--- config.mk ---
export PLATFORM = sky130hd
export DESIGN_NAME = calc_cmd_driver
export DESIGN_NICKNAME = d
export VERILOG_FILES = /design/src/rtl/calc_pkg.sv /design/src/rtl/calc_tok_fifo.sv /design/src/rtl/calc_cmd_driver.sv
export SDC_FILE = /design/constraint.sdc
export NUM_CORES = 1
export LEC_CHECK = 0
export BUFFER_PORTS_ARGS = -buffer_cell sky130_fd_sc_hd__buf_2
export CORE_MARGIN = 10
export CORE_UTILIZATION = 44
export CTS_CLUSTER_DIAMETER = 120
export DETAILED_ROUTE_END_ITERATION = 10
export GPL_TIMING_DRIVEN = 0
export PLACE_DENSITY_LB_ADDON = 0.08
export SYNTH_ARGS = -nofsm -noshare
export SYNTH_HDL_FRONTEND = slang
export SYNTH_SLANG_ARGS = --single-unit
--- constraint.sdc ---
create_clock -name ck -period 4.7 [get_ports ck]
set_input_delay 0.94 -clock ck [delete_from_list [all_inputs] [get_ports ck]]
set_output_delay 0.94 -clock ck [all_outputs]
set_load 0.02 [all_outputs]
--- src/rtl/calc_pkg.sv ---
// Shared definitions for the RPN calculator command driver: bus command
// codes, one-hot opcodes, token kinds, status bit positions and the idle
// bus word.
package calc_pkg;

   localparam logic [3:0] CMD_START = 4'h1;
   localparam logic [3:0] CMD_ENTER = 4'h2;
   localparam logic [3:0] CMD_ARITH = 4'h4;
   localparam logic [3:0] CMD_DONE  = 4'h8;

   localparam logic [15:0] OP_ADD  = 16'h0001;
   localparam logic [15:0] OP_SUB  = 16'h0002;
   localparam logic [15:0] OP_AND  = 16'h0004;
   localparam logic [15:0] OP_SWAP = 16'h0008;
   localparam logic [15:0] OP_NEG  = 16'h0010;
   localparam logic [15:0] OP_POP  = 16'h0020;

   typedef enum logic [1:0] {
      TOK_NUM = 2'b00,
      TOK_OP  = 2'b01,
      TOK_END = 2'b10,
      TOK_RSV = 2'b11
   } tok_kind_t;

   typedef enum logic [2:0] {
      S_IDLE   = 3'd0,
      S_STREAM = 3'd1,
      S_DONE   = 3'd2,
      S_FLUSH  = 3'd3,
      S_REPORT = 3'd4,
      S_DRAIN  = 3'd5
   } drv_state_t;

   localparam int ST_PROTO   = 0;
   localparam int ST_STKOVF  = 1;
   localparam int ST_DATAOVF = 2;
   localparam int ST_UNEXP   = 3;
   localparam int ST_LOCAL   = 4;

   // The calculator treats a lone done word as "nothing in progress".
   localparam logic [19:0] IDLE_WORD = {CMD_DONE, 16'h0000};

   // Reserved kind 11 behaves as END, so END is simply "upper kind bit set".
   function automatic logic tok_is_end(input logic [1:0] kind);
      return kind[1];
   endfunction

   // Operators that consume two stack entries (swap only reorders them).
   function automatic logic op_needs_two(input logic [15:0] op);
      return (op == OP_ADD) || (op == OP_SUB) || (op == OP_AND) ||
             (op == OP_SWAP) || (op == OP_POP);
   endfunction

   // Operators that leave the stack one entry shorter.
   function automatic logic op_pops_one(input logic [15:0] op);
      return (op == OP_ADD) || (op == OP_SUB) || (op == OP_AND) ||
             (op == OP_POP);
   endfunction

endpackage

--- src/rtl/calc_tok_fifo.sv ---
// Token buffer for calc_cmd_driver: synchronous FIFO with asynchronous
// reset, full/empty flags and a side counter of buffered END tokens.
module calc_tok_fifo #(
   parameter int DEPTH   = 16,
   parameter int WIDTH   = 18,
   parameter int END_BIT = 17
) (
   input  logic                       ck,
   input  logic                       rst_l,
   input  logic                       push,
   input  logic [WIDTH-1:0]           wr_data,
   input  logic                       pop,
   output logic [WIDTH-1:0]           rd_data,
   output logic                       full,
   output logic                       empty,
   output logic [$clog2(DEPTH):0]     end_cnt
);

   localparam int AW = $clog2(DEPTH);
   localparam logic [AW:0]   CNT_ONE  = (AW+1)'(1);
   localparam logic [AW:0]   CNT_FULL = (AW+1)'(DEPTH);
   localparam logic [AW-1:0] PTR_ONE  = AW'(1);

   logic [WIDTH-1:0] mem_r [DEPTH];
   logic [AW-1:0]    wr_ptr_r;
   logic [AW-1:0]    rd_ptr_r;
   logic [AW:0]      count_r;
   logic [AW:0]      end_cnt_r;
   logic             push_ok_s;
   logic             pop_ok_s;
   logic             push_end_s;
   logic             pop_end_s;

   assign full    = (count_r == CNT_FULL);
   assign empty   = (count_r == (AW+1)'(0));
   assign rd_data = mem_r[rd_ptr_r];
   assign end_cnt = end_cnt_r;

   // A push into a full buffer is legal only when a pop frees the slot.
   assign push_ok_s  = push & (~full | pop);
   assign pop_ok_s   = pop & ~empty;
   assign push_end_s = push_ok_s & wr_data[END_BIT];
   assign pop_end_s  = pop_ok_s & rd_data[END_BIT];

   // Storage array write port.
   always_ff @(posedge ck) begin
      if (push_ok_s) begin
         mem_r[wr_ptr_r] <= wr_data;
      end
   end

   // Pointers, occupancy and END-token counter.
   always_ff @(posedge ck or negedge rst_l) begin
      if (!rst_l) begin
         wr_ptr_r  <= {AW{1'b0}};
         rd_ptr_r  <= {AW{1'b0}};
         count_r   <= {(AW+1){1'b0}};
         end_cnt_r <= {(AW+1){1'b0}};
      end else begin
         if (push_ok_s) begin
            wr_ptr_r <= wr_ptr_r + PTR_ONE;
         end
         if (pop_ok_s) begin
            rd_ptr_r <= rd_ptr_r + PTR_ONE;
         end
         case ({push_ok_s, pop_ok_s})
            2'b10:   count_r <= count_r + CNT_ONE;
            2'b01:   count_r <= count_r - CNT_ONE;
            default: count_r <= count_r;
         endcase
         case ({push_end_s, pop_end_s})
            2'b10:   end_cnt_r <= end_cnt_r + CNT_ONE;
            2'b01:   end_cnt_r <= end_cnt_r - CNT_ONE;
            default: end_cnt_r <= end_cnt_r;
         endcase
      end
   end

endmodule

--- src/rtl/calc_cmd_driver.sv ---
// Transmit-side driver for the RPN calculator. Buffers host tokens and
// serialises each complete expression onto the 20-bit command bus, then
// captures the calculator's result and flags for the host.
// Optional build macro: CALC_CMD_DRIVER_DEPTH_CHECK_EN enables local stack
// depth tracking; offending tokens are replaced by a done word and the rest
// of the expression is discarded.
module calc_cmd_driver
   import calc_pkg::*;
#(
   parameter int FIFO_DEPTH = 16,
   parameter int MAX_STACK  = 8
) (
   input  logic        ck,
   input  logic        rst_l,
   input  logic        tok_valid,
   output logic        tok_ready,
   input  logic [1:0]  tok_kind,
   input  logic [15:0] tok_value,
   output logic [19:0] calc_data,
   input  logic [15:0] calc_result,
   input  logic        calc_correct,
   input  logic        calc_protocolError,
   input  logic        calc_stackOverflow,
   input  logic        calc_dataOverflow,
   input  logic        calc_unexpectedDone,
   output logic        res_valid,
   input  logic        res_ack,
   output logic [15:0] res_value,
   output logic        res_correct,
   output logic [4:0]  res_status,
   output logic        fifo_overflow
);

   localparam int AW = $clog2(FIFO_DEPTH);

   drv_state_t  state_r, state_n;
   logic [19:0] calc_data_r, calc_data_n;
   logic        res_valid_r;
   logic [15:0] res_value_r;
   logic        res_correct_r;
   logic [4:0]  res_status_r;
   logic        fifo_overflow_r;
   logic        err_r;

   logic        push_s;
   logic        pop_s;
   logic [17:0] head_s;
   logic        full_s;
   logic        empty_s;
   logic [AW:0] end_cnt_s;
   tok_kind_t   head_kind_s;
   logic [15:0] head_val_s;
   logic        head_is_end_s;

   logic        set_ovf_s;
   logic        set_err_s;
   logic        cap_calc_s;
   logic        cap_err_s;
   logic        ack_s;
   logic [4:0]  calc_status_s;
   logic [4:0]  err_status_s;

`ifdef CALC_CMD_DRIVER_DEPTH_CHECK_EN
   localparam int DEPTH_W = $clog2(MAX_STACK + 1) + 1;
   localparam logic [DEPTH_W-1:0] DEPTH_ONE = DEPTH_W'(1);
   localparam logic [DEPTH_W-1:0] DEPTH_TWO = DEPTH_W'(2);
   localparam logic [DEPTH_W-1:0] DEPTH_MAX = DEPTH_W'(MAX_STACK);
   logic [DEPTH_W-1:0] depth_r, depth_n;
`endif

   assign tok_ready     = ~full_s & (state_r != S_DRAIN);
   assign push_s        = tok_valid & tok_ready;
   assign head_kind_s   = tok_kind_t'(head_s[17:16]);
   assign head_val_s    = head_s[15:0];
   assign head_is_end_s = tok_is_end(head_s[17:16]);

   assign calc_data     = calc_data_r;
   assign res_valid     = res_valid_r;
   assign res_value     = res_value_r;
   assign res_correct   = res_correct_r;
   assign res_status    = res_status_r;
   assign fifo_overflow = fifo_overflow_r;

   calc_tok_fifo #(
      .DEPTH   (FIFO_DEPTH),
      .WIDTH   (18),
      .END_BIT (17)
   ) u_fifo (
      .ck      (ck),
      .rst_l   (rst_l),
      .push    (push_s),
      .wr_data ({tok_kind, tok_value}),
      .pop     (pop_s),
      .rd_data (head_s),
      .full    (full_s),
      .empty   (empty_s),
      .end_cnt (end_cnt_s)
   );

   // Assemble the status words for a calculator-completed and a locally rejected expression.
   always_comb begin
      calc_status_s             = 5'b00000;
      calc_status_s[ST_PROTO]   = calc_protocolError;
      calc_status_s[ST_STKOVF]  = calc_stackOverflow;
      calc_status_s[ST_DATAOVF] = calc_dataOverflow;
      calc_status_s[ST_UNEXP]   = calc_unexpectedDone;
      calc_status_s[ST_LOCAL]   = err_r;
      err_status_s              = 5'b00000;
      err_status_s[ST_LOCAL]    = 1'b1;
   end

   // Next-state, token pop and next bus word.
   always_comb begin
      state_n     = state_r;
      calc_data_n = IDLE_WORD;
      pop_s       = 1'b0;
      set_ovf_s   = 1'b0;
      set_err_s   = 1'b0;
      cap_calc_s  = 1'b0;
      cap_err_s   = 1'b0;
      ack_s       = 1'b0;
`ifdef CALC_CMD_DRIVER_DEPTH_CHECK_EN
      depth_n     = depth_r;
`endif
      case (state_r)
         S_IDLE: begin
            if (full_s && (end_cnt_s == (AW+1)'(0))) begin
               set_ovf_s = 1'b1;
               state_n   = S_DRAIN;
            end else if (end_cnt_s != (AW+1)'(0)) begin
               pop_s = 1'b1;
               if (head_kind_s == TOK_NUM) begin
                  calc_data_n = {CMD_START, head_val_s};
                  state_n     = S_STREAM;
`ifdef CALC_CMD_DRIVER_DEPTH_CHECK_EN
                  depth_n     = DEPTH_ONE;
`endif
               end else if (head_is_end_s) begin
                  // Empty expression: nothing left to discard.
                  cap_err_s = 1'b1;
                  state_n   = S_REPORT;
               end else begin
                  set_err_s = 1'b1;
                  state_n   = S_FLUSH;
               end
            end else begin
               state_n = S_IDLE;
            end
         end
         S_STREAM: begin
            if (empty_s) begin
               state_n = S_STREAM;
            end else begin
               pop_s = 1'b1;
               if (head_is_end_s) begin
                  calc_data_n = IDLE_WORD;
                  state_n     = S_DONE;
               end else if (head_kind_s == TOK_NUM) begin
`ifdef CALC_CMD_DRIVER_DEPTH_CHECK_EN
                  if (depth_r == DEPTH_MAX) begin
                     set_err_s = 1'b1;
                     state_n   = S_FLUSH;
                  end else begin
                     calc_data_n = {CMD_ENTER, head_val_s};
                     depth_n     = depth_r + DEPTH_ONE;
                  end
`else
                  calc_data_n = {CMD_ENTER, head_val_s};
`endif
               end else begin
`ifdef CALC_CMD_DRIVER_DEPTH_CHECK_EN
                  if (op_needs_two(head_val_s) && (depth_r < DEPTH_TWO)) begin
                     set_err_s = 1'b1;
                     state_n   = S_FLUSH;
                  end else if (op_pops_one(head_val_s)) begin
                     calc_data_n = {CMD_ARITH, head_val_s};
                     depth_n     = depth_r - DEPTH_ONE;
                  end else begin
                     calc_data_n = {CMD_ARITH, head_val_s};
                  end
`else
                  calc_data_n = {CMD_ARITH, head_val_s};
`endif
               end
            end
         end
         S_DONE: begin
            // The done word is on the bus this cycle; the calculator's verdict is valid now.
            cap_calc_s = 1'b1;
            state_n    = S_REPORT;
         end
         S_FLUSH: begin
            if (empty_s) begin
               state_n = S_FLUSH;
            end else begin
               pop_s = 1'b1;
               if (head_is_end_s) begin
                  cap_err_s = 1'b1;
                  state_n   = S_REPORT;
               end else begin
                  state_n = S_FLUSH;
               end
            end
         end
         S_REPORT: begin
            if (res_ack) begin
               ack_s   = 1'b1;
               state_n = S_IDLE;
            end else begin
               state_n = S_REPORT;
            end
         end
         S_DRAIN: begin
            if (empty_s) begin
               state_n = S_IDLE;
            end else begin
               pop_s = 1'b1;
            end
         end
         default: begin
            state_n = S_IDLE;
         end
      endcase
   end

   // FSM state and registered command bus.
   always_ff @(posedge ck or negedge rst_l) begin
      if (!rst_l) begin
         state_r     <= S_IDLE;
         calc_data_r <= IDLE_WORD;
      end else begin
         state_r     <= state_n;
         calc_data_r <= calc_data_n;
      end
   end

   // Result capture, host handshake and sticky/local error flags.
   always_ff @(posedge ck or negedge rst_l) begin
      if (!rst_l) begin
         res_valid_r     <= 1'b0;
         res_value_r     <= 16'h0000;
         res_correct_r   <= 1'b0;
         res_status_r    <= 5'b00000;
         fifo_overflow_r <= 1'b0;
         err_r           <= 1'b0;
      end else begin
         if (cap_calc_s) begin
            res_valid_r   <= 1'b1;
            res_value_r   <= calc_result;
            res_correct_r <= calc_correct & ~err_r;
            res_status_r  <= calc_status_s;
         end else if (cap_err_s) begin
            res_valid_r   <= 1'b1;
            res_value_r   <= 16'h0000;
            res_correct_r <= 1'b0;
            res_status_r  <= err_status_s;
         end else if (ack_s) begin
            res_valid_r   <= 1'b0;
         end
         if (set_ovf_s) begin
            fifo_overflow_r <= 1'b1;
         end
         if (set_err_s) begin
            err_r <= 1'b1;
         end else if (ack_s) begin
            err_r <= 1'b0;
         end
      end
   end

`ifdef CALC_CMD_DRIVER_DEPTH_CHECK_EN
   // Locally tracked calculator stack depth.
   always_ff @(posedge ck or negedge rst_l) begin
      if (!rst_l) begin
         depth_r <= {DEPTH_W{1'b0}};
      end else begin
         depth_r <= depth_n;
      end
   end
`endif

endmodule

# == Yosys cells after proc, flatten, opt, wreduce, memory -nomap -nowiden ==
# Memory sizes are Yosys's and may differ from the RTL's.
# Cells that the tools add are included.
# totals
register_bits,66
mem_bits_rw,288
input_bits,43
output_inout_bits,45
wordCells,107
memories,1
# op_classes
addsub,6
eq_ne,13
muxes,51
bitwise_logic,11
n_reduce_logical,13
# memory_table
memory,words,width,rd,rd_clocked_by_memory_dff,wr,line_no,text
u_fifo.mem_r,16,18,1,0,1,calc_tok_fifo.sv:24,logic [WIDTH-1:0] mem_r [DEPTH];
# op_table
op,count
20-bit 2-to-1 mux,5
20-bit case mux with 2 select lines,1
16-bit 2-to-1 mux,2
3-bit 2-to-1 mux,9
1-bit 2-to-1 mux,26
5-bit case mux with 2 select lines,2
19-bit 2-to-1 mux,1
3-bit case mux with 6 select lines,1
5-bit by 1-bit adder with 5-bit output (second input constant),2
5-bit logical NOT,2
5-bit 2-to-1 mux,2
5-bit by 1-bit subtractor with 5-bit output (second input constant),2
4-bit by 1-bit adder with 4-bit output (second input constant),2
2-bit nonzero test,4
1-bit bitwise AND,7
3-bit by 2-bit equality test with 1-bit output (second input constant),2
3-bit equality test (second input constant),2
5-bit equality test (second input constant),1
5-bit nonzero test,1
2-bit by 1-bit equality test with 1-bit output (second input constant),2
2-bit equality test (second input constant),2
1-bit case mux with 2 select lines,2
3-bit by 1-bit equality test with 1-bit output (second input constant),1
3-bit logical NOT,1
10 further kinds,12

# == Depth between registers and ports, before layout ==
# Gate-level depths: netlist (run 1).
# logic_depth
word_depth,9
depth_mapped,15
ltp_nobuf,14

# == Hierarchy ==
# A second synthesis (run 1) with hierarchy kept.
# unflattened
hier_cells,726
area_unflattened_um2,13909.6
# modules_own_cells
mod,n_inst,cells_each,area_each_um2,seq_area_each_um2
calc_tok_fifo,1,581,11992.8,9098.7
calc_cmd_driver,1,145,1916.8,1202.4

# == Worst setup path before layout (run 1) ==
# No wires, ideal clock.
# synth_path
kind,input port to flip-flop
startpoint,input port tok_valid
endpoint,"memory u_fifo.mem_r[3][0], enable pin"
setup_ns,0.416
arrival_time_ns,2.775
t_required_ns,4.284
slack_ns,1.509
path_stages,4
n_path_buf,1
cell_sequence,and2_1 > clkbuf_1 > nand2_1 > nor3_1
# synth_between
elab_chain_len,4
# synth_rtl
element,line_no,text
from (decl),calc_cmd_driver.sv:15,"input logic tok_valid,"
1-bit bitwise AND,calc_cmd_driver.sv:72,assign push_s = tok_valid & tok_ready;
1-bit bitwise AND,calc_tok_fifo.sv:40,assign push_ok_s = push & (~full | pop);
1-bit 2-to-1 mux,calc_tok_fifo.sv:47,if (push_ok_s) begin
1-bit 2-to-1 mux (not written as such),calc_tok_fifo.sv:48,mem_r[wr_ptr_r] <= wr_data;
to (decl),calc_tok_fifo.sv:24,
# No other way between the ends.

# == Worst setup path after layout (run 1) ==
# layout_path
startpoint,register u_fifo.rd_ptr_r[3]
endpoint,register u_fifo.end_cnt_r[4] (netlist: u_fifo.end_cnt[4])
# layout_between
elab_chain_len,4
elab_cells_between_ends,6
cone_classes,eq/ne: 2; mux: 1; bitwise: 1; reduce/logical: 1; memory: 1
# layout_rtl
element,line_no,text
from (decl),calc_tok_fifo.sv:26,logic [AW-1:0] rd_ptr_r;
from (signal assigned),calc_tok_fifo.sv:56,rd_ptr_r <= {AW{1'b0}};
from (signal assigned),calc_tok_fifo.sv:64,rd_ptr_r <= rd_ptr_r + PTR_ONE;
memory 16 x 18 bit *,-,
1-bit bitwise AND *,calc_tok_fifo.sv:43,assign pop_end_s = pop_ok_s & rd_data[END_BIT];
2-bit by 1-bit equality test with 1-bit output / 2-bit equality test (equally long branches),calc_tok_fifo.sv:71,"case ({push_end_s, pop_end_s})"
5-bit case mux with 2 select lines / 2-bit nonzero test (equally long branches),-,
to (signal assigned),calc_tok_fifo.sv:72,2'b10: end_cnt_r <= end_cnt_r + CNT_ONE;
to (signal assigned),calc_tok_fifo.sv:73,2'b01: end_cnt_r <= end_cnt_r - CNT_ONE;
to (signal assigned),calc_tok_fifo.sv:74,default: end_cnt_r <= end_cnt_r;
to (decl),calc_tok_fifo.sv:28,logic [AW:0] end_cnt_r;
# Mark *: on every way between the ends. The rest lies on a longest branch, timed or not.
# A chain may end at the register's enable or synchronous reset.

==> run summary, run 1 <==
VDD IR max = 0.000321 V
grt total ovfl = 0
TNS Setup = 0 ns
HPWL after DPL = 21,100 um
HP Class = register to register
1st-iter DRT viols = 643
drt drc = 0
minimum clock period = 3.37 ns
net count after synthesis = 734
antenna violations before repair = 2
wire length of the first global-routing pass = 47,700 um
port bufs = 87
simple-gate share of the synthesized area = 3.36%
worst-margin pin slew = 1.08 ns
nets = 883
final hold vios = 0
Setup Buffers After CTS = 0
worst clock skew = 0.0171 ns
post-synthesis mux area share = 14.6%
clock transition at the registers of the reported paths = 0.06 ns
Slew headroom = 28.3%
post-synthesis adder-cell area fraction = 1.47%
CTS Root Cell = clkbuf_16
M1 GR Usage = 22.8%
Layout area overhead = 18.6%
LEAKAGE = 0.00594 uW
Max Slew Vio Count = 0
largest cells by area after synthesis = edfxtp_1 63%, mux4_2 14%, dfrtp_1 12%, a22o_1 1.3%, ha_1 1.2%
Global Route met3 Usage = 3.00%
top cells by count, synth = 288 x edfxtp_1, 84 x mux4_2, 65 x dfrtp_1
RSZ-0062 raised after global routing = no
# hold bufs at CTS = 0
Worst Setup EP = u_fifo.end_cnt[4]$_DFFE_PN0P_
I/O pin count = 88
# diodes = 0
worst setup path class = register to register
multi-input logic area = 3310 um2
final core utilization = 53.2%
GRT Max-Usage Layer = met2
# resized after CTS = 0
Fillers = 2,418
FF/Latch Area = 10,300 um2
register area share after synthesis = 74.7%
Initial Util = 44.8%
share of Yosys cell area claimed by the top area cell type = 62.7%
synth warn = 0
drt via density = 5.55
FF-to-FF End = u_fifo.end_cnt[4]$_DFFE_PN0P_
cts bufs inserted = 38
Max Root-Sink Buffers = 3
status = finished clean
num rows = 64
GPL Wtd Cong = 0.842
CTS tree = done
Post-synth EDFFs = 288
fmax = 297 MHz
vias in the first global route = 7,373
Yosys top cell by area = edfxtp_1
core box area = 30,700 um2
die area = 38,800 um2
Arrival @ worst endpoint = 3.77 ns
met2 Usage GRT = 26.9%
Post-synth ARST share = 18.6%
via count = 6,944
combinational family with the most area after synthesis = multiplexers
TritonRoute pass-1 iters = 5
# setup viols final = 0
CP startpoint = u_fifo.rd_ptr_r[3]$_DFFE_PN0P_
Startpoint Class = register
post-synthesis compound-gate area fraction = 3.10%
FF-to-FF path depth = 13
Die W = 197 um
count leader, synth = edfxtp_1
Min-Delay Startpoint = u_fifo.end_cnt[4]$_DFFE_PN0P_
share of cells above drive strength 1 = 33.7%
final worst-path cycle share = 71.6%
Mapped Cells = 676
flops & latches, synth = 354
TritonCTS Sinks = 354
routed len/inst = 25.4 um
Max-Cap Viols = 0
FF-to-FF Start = u_fifo.rd_ptr_r[3]$_DFFE_PN0P_
Tot GR Track Use = 16.6%
FF-to-FF setup slack = 1.33 ns
largest net degree at the start of global routing = 67
synth unique cells = 48
CP Capture Type = register
Power Dens Cells = 656 nW/um2
crit-path max FO = 10
Netlist Area Pre-Place = 13,800 um2
clk_lat worst skew = 0.54 ns
Die Ht = 197 um
WP data required = 5.11 ns
XOR/XNOR Fraction of Synth Area = 1.02%
most used flip-flop cell after synthesis = edfxtp_1
final antenna-violating net count = 0
Syn Area/Cell = 20.4 um2
# H-tree levels = 2
final wirelength = 31,800 um
==> layout make-up <==
class	instances	share of cell area, %
Tap cell	396	3.03
Buffer	36	1.12
Clock buffer	45	6.10
Inverter	14	0.321
Multi-Input combinational cell	272	20.2
Timing Repair Buffer	109	4.77
Clock inverter	25	1.48
Sequential cell	354	63.0
==> worst max-delay path, cell delays in order, from the launching register on <==
cell	delay, ns
dfrtp_1	0.36
clkbuf_1	0.70
o221ai_1	0.29
o22ai_2	0.43
nor2b_1	0.10
ha_1	0.26
inv_1	0.12
fa_1	0.22
inv_1	0.06
a21o_1	0.16
a21oi_1	0.19
xnor2_1	0.14
nor2_1	0.07
xor2_1	0.15
==> where the power goes <==
group          switching, uW  leakage, uW  internal [uW]
Combinational           2100      0.00188           1600
Sequential               183      0.00345           3890
Clock                   1210     0.000611           1750
==> layer usage <==
metal / part of all wire (%) / vias up
met5: 0 / -
met1: 43 / 3615
li1: - / 3038
met4: 1.9 / 0
met3: 6.3 / 46
met2: 49 / 245
==> per-stage QoR <==
| step | std cells | cell area [um2] | hold slack, ns | power [uW] | setup slack (ns) |
|---|---|---|---|---|---|
| 2_1_floorplan | 676 | 13800 | 0.434 | 6610 | 1.51 |
| 3_3_place_gp | 1159 | 14700 | 0.437 | 7660 | -0.406 |
| 3_5_place_dp | 1181 | 15100 | 0.465 | 7890 | 1.37 |
| 4_1_cts | 1251 | 16400 | 0.479 | 10900 | 1.37 |
| 5_1_grt | 1251 | 16400 | 0.501 | 11300 | 1.10 |
| 6_report | 1251 | 16400 | 0.472 | 10700 | 1.33 |
==> registers in the layout, summed over array words and instances (netlist names) <==
| signal | count |
|---|---|
| calc_data | 20 |
| err_r | 1 |
| fifo_overflow | 1 |
| res_correct | 1 |
| res_status | 5 |
| res_valid | 1 |
| res_value | 16 |
| state_r | 3 |
| u_fifo.count_r | 5 |
| u_fifo.end_cnt | 5 |
| u_fifo.mem_r | 288 |
| u_fifo.rd_ptr_r | 4 |
| u_fifo.wr_ptr_r | 4 |
==> cells by family (layout without fill, tap and decap cells) <==
kind of cell               Yosys count  after routing
AOI/OAI and AO/OA                   55             55
DFF                                354            354
and+or+nand+nor                     93             93
buffers and inverters               50            229
muxes                               93             93
xor gates and xnor gates            16             16
adders and majority gates           15             15
==> worst min path at each step <==
stage	to	slack, ns	depth (start not counted)
after floorplan	u_fifo.end_cnt[4]$_DFFE_PN0P_	0.43	1
after global placement	fifo_overflow$_DFFE_PN0P_	0.44	1
after detailed placement	u_fifo.end_cnt[4]$_DFFE_PN0P_	0.47	1
after CTS	u_fifo.end_cnt[4]$_DFFE_PN0P_	0.48	1
after global routing	fifo_overflow$_DFFE_PN0P_	0.50	1
final	u_fifo.end_cnt[4]$_DFFE_PN0P_	0.47	1
==> placed cells by master, fill, tap and decap left out, types with 7 or more instances in the layout <==
master     instances
nand2_1           24
nor2_1             9
buf_2             94
dfrtp_1           65
edfxtp_1         288
and3_1            17
clkbuf_1          23
ha_1              13
mux4_2            84
buf_6             14
a21oi_1            7
o21ai_0            7
xnor2_1            9
inv_1             14
clkbuf_16         39
clkinv_2          11
buf_8              8
xor2_1             7
nor2_2            11
a22o_1            21
Note: power is estimated with default switching activity, not from simulation.
==> run 2: changes to the inputs <==
Clock period 4.7 ns to 2.7 ns, I/O delays scaled along.
==> run 2 against run 1 <==
Compared with the run above:
- the flow now finishes with violations (setup timing)
- wire length increased by 2.4%
- non-clock buffer count grew 10
- sequential power up 75%
- critical path depth increased by 1
- cell area rose by 2.2%
- via count increased by 1.9%
- largest cell class unchanged
- largest power group is now combinational cells
==> run summary, run 2 (synthesis results as in run 1) <==
status = finished with violations
failing checks = setup timing
Die Ht = 197 um
total power = 19,600 uW
num rows = 64
HPWL after DPL = 20,200 um
FF-to-FF path depth = 14
FF-to-FF Start = u_fifo.end_cnt[3]$_DFFE_PN0P_
Cell Int Power = 13,200 uW
most frequent cells in the layout = 288 x edfxtp_1, 92 x buf_2, 84 x mux4_2, 65 x dfrtp_1, 39 x clkbuf_16
VDD IR max = 0.000657 V
crit path cell chain = or4_4, o21bai_1, a21oi_1, o21a_2, buf_4, ha_4, inv_4, fa_2, inv_1, a21o_1, a21oi_2, xnor2_1, nor2_1, xor2_1
GPL Wtd Cong = 0.804
sequential share of power = 36.3%
Psw = 6430 uW
final wirelength = 32,600 um
Max Root-Sink Buffers = 3
placed cells = 1,172
clock transition at the registers of the reported paths = 0.06 ns
Crit-path slowest cell = or4_4
fmax = 360 MHz
# diodes = 0
worst clock skew = 0.0122 ns
switching share of power = 32.8%
Power Dens Cells = 1170 nW/um2
Clk pwr share = 27.0%
number of flip-flops in the largest register = 288
largest net degree at the start of global routing = 67
# hold bufs at CTS = 0
LEAKAGE = 0.00607 uW
# H-tree levels = 2
Layout area overhead = 21.2%
wire length of the first global-routing pass = 48,300 um
final core utilization = 54.3%
setup ws final = -0.0808 ns
nets = 894
HP Class = input pin to async pin
crit-path max FO = 4
FF-to-FF End = u_fifo.count_r[4]$_DFFE_PN0P_
Die W = 197 um
Worst Setup EP = u_fifo.count_r[4]$_DFFE_PN0P_
TNS Setup = -0.158 ns
Crit path largest cell delay = 0.55 ns
Gate power share = 36.7%
worst setup path class = register to register
Final Cell Area = 16,700 um2
via count = 7,076
cts bufs inserted = 39
most common cell after layout, fill and taps aside = edfxtp_1
drt drc = 0
most flop-heavy register = u_fifo.mem_r
port bufs = 87
worst-margin pin slew = 0.930 ns
CP startpoint = u_fifo.end_cnt[3]$_DFFE_PN0P_
CTS tree = done
antenna violations before repair = 1
die area = 38,800 um2
Placed Area = 15,100 um2
core box area = 30,700 um2
I/O pin count = 88
drt via density = 5.61
CTS Root Cell = clkbuf_16
RSZ-0062 raised after global routing = yes
CP Capture Type = register
post-route insts no fill = 1,261
TritonRoute pass-1 iters = 4
final antenna-violating net count = 0
routed len/inst = 25.8 um
clk_lat worst skew = 0.53 ns
final hold vios = 0
Max-Cap Viols = 0
Startpoint Class = register
share of cells above drive strength 1 = 38.4%
Fillers = 2,375
minimum clock period = 2.78 ns
# setup viols final = 2
vias in the first global route = 7,569
final worst-path cycle share = 103%
Max Slew Vio Count = 0
Slew headroom = 38.0%
FF-to-FF setup slack = -0.08 ns
WP data required = 3.11 ns
Initial Util = 44.8%
grt total ovfl = 0
1st-iter DRT viols = 546
Tot GR Track Use = 16.9%
TritonCTS Sinks = 354
Arrival @ worst endpoint = 3.19 ns
run 2: metal layers:
layer,wire [um],track usage (%),up-vias
met3,1890,3.29,51
li1,-,-,3048
met1,14300,23.1,3763
met5,9,0,-
met4,589,4.64,2
met2,15700,27.0,212
run 2: worst min-delay path by stage:
stage | start | end | slack (ns) | cells past startpoint
finish | rst_l | u_fifo.end_cnt[1]$_DFFE_PN0P_ | 0.14 | 1
global route | rst_l | u_fifo.end_cnt[1]$_DFFE_PN0P_ | 0.22 | 1
CTS | rst_l | calc_data[0]$_DFF_PN0_ | 0.17 | 1
detailed placement | u_fifo.end_cnt[4]$_DFFE_PN0P_ | u_fifo.end_cnt[4]$_DFFE_PN0P_ | 0.47 | 1
global placement | fifo_overflow$_DFFE_PN0P_ | fifo_overflow$_DFFE_PN0P_ | 0.44 | 1
floorplan | rst_l | calc_data[0]$_DFF_PN0_ | 0.24 | 0
run 2: repair_timing:
item / CTS / global route
pin swaps: 12 / 20
setup buffers: 12 / 8
resized for setup: 24 / 18
setup endpoints to repair: 306 / 98
run 2: final cells by class:
class	instances	area, um2	area share (%)
buffer	35	216	1.30
clock buffer	44	995	5.95
tap	396	495	2.96
inverter	14	57.6	0.344
clock inverter	26	292	1.74
sequential	354	10300	61.6
multi-input combinational	272	3480	20.8
timing repair buffer	120	876	5.24
run 2: through the flow:
step                setup slack (ns)  hold WS, ns
floorplan                    -0.0150        0.244
CTS                           -0.142        0.168
global route                  -0.224        0.216
finish                       -0.0808        0.141
detailed placement            -0.624        0.466
global placement               -1.22        0.442
run 2: critical path, delay by kind of cell, from the launching register on:
| kind | cells | cell delay (ns) |
|---|---|---|
| AO/OA/AOI/OAI | 5 | 0.74 |
| flip-flops | 1 | 0.38 |
| XOR/XNOR | 2 | 0.28 |
| buffers and inverters | 3 | 0.24 |
| adder cells (fa/ha/maj) | 2 | 0.38 |
| AND/OR/NAND/NOR | 2 | 0.62 |
run 2: power by group through the flow:
stage / clock [uW] / sequential [uW] / combinational [uW]
after CTS: 5400 / 7110 / 7000
after global routing: 5620 / 7190 / 7720
after global placement: 0 / 7190 / 6220
final: 5290 / 7120 / 7180
after floorplan: 0 / 7450 / 4140
after detailed placement: 0 / 7210 / 6680
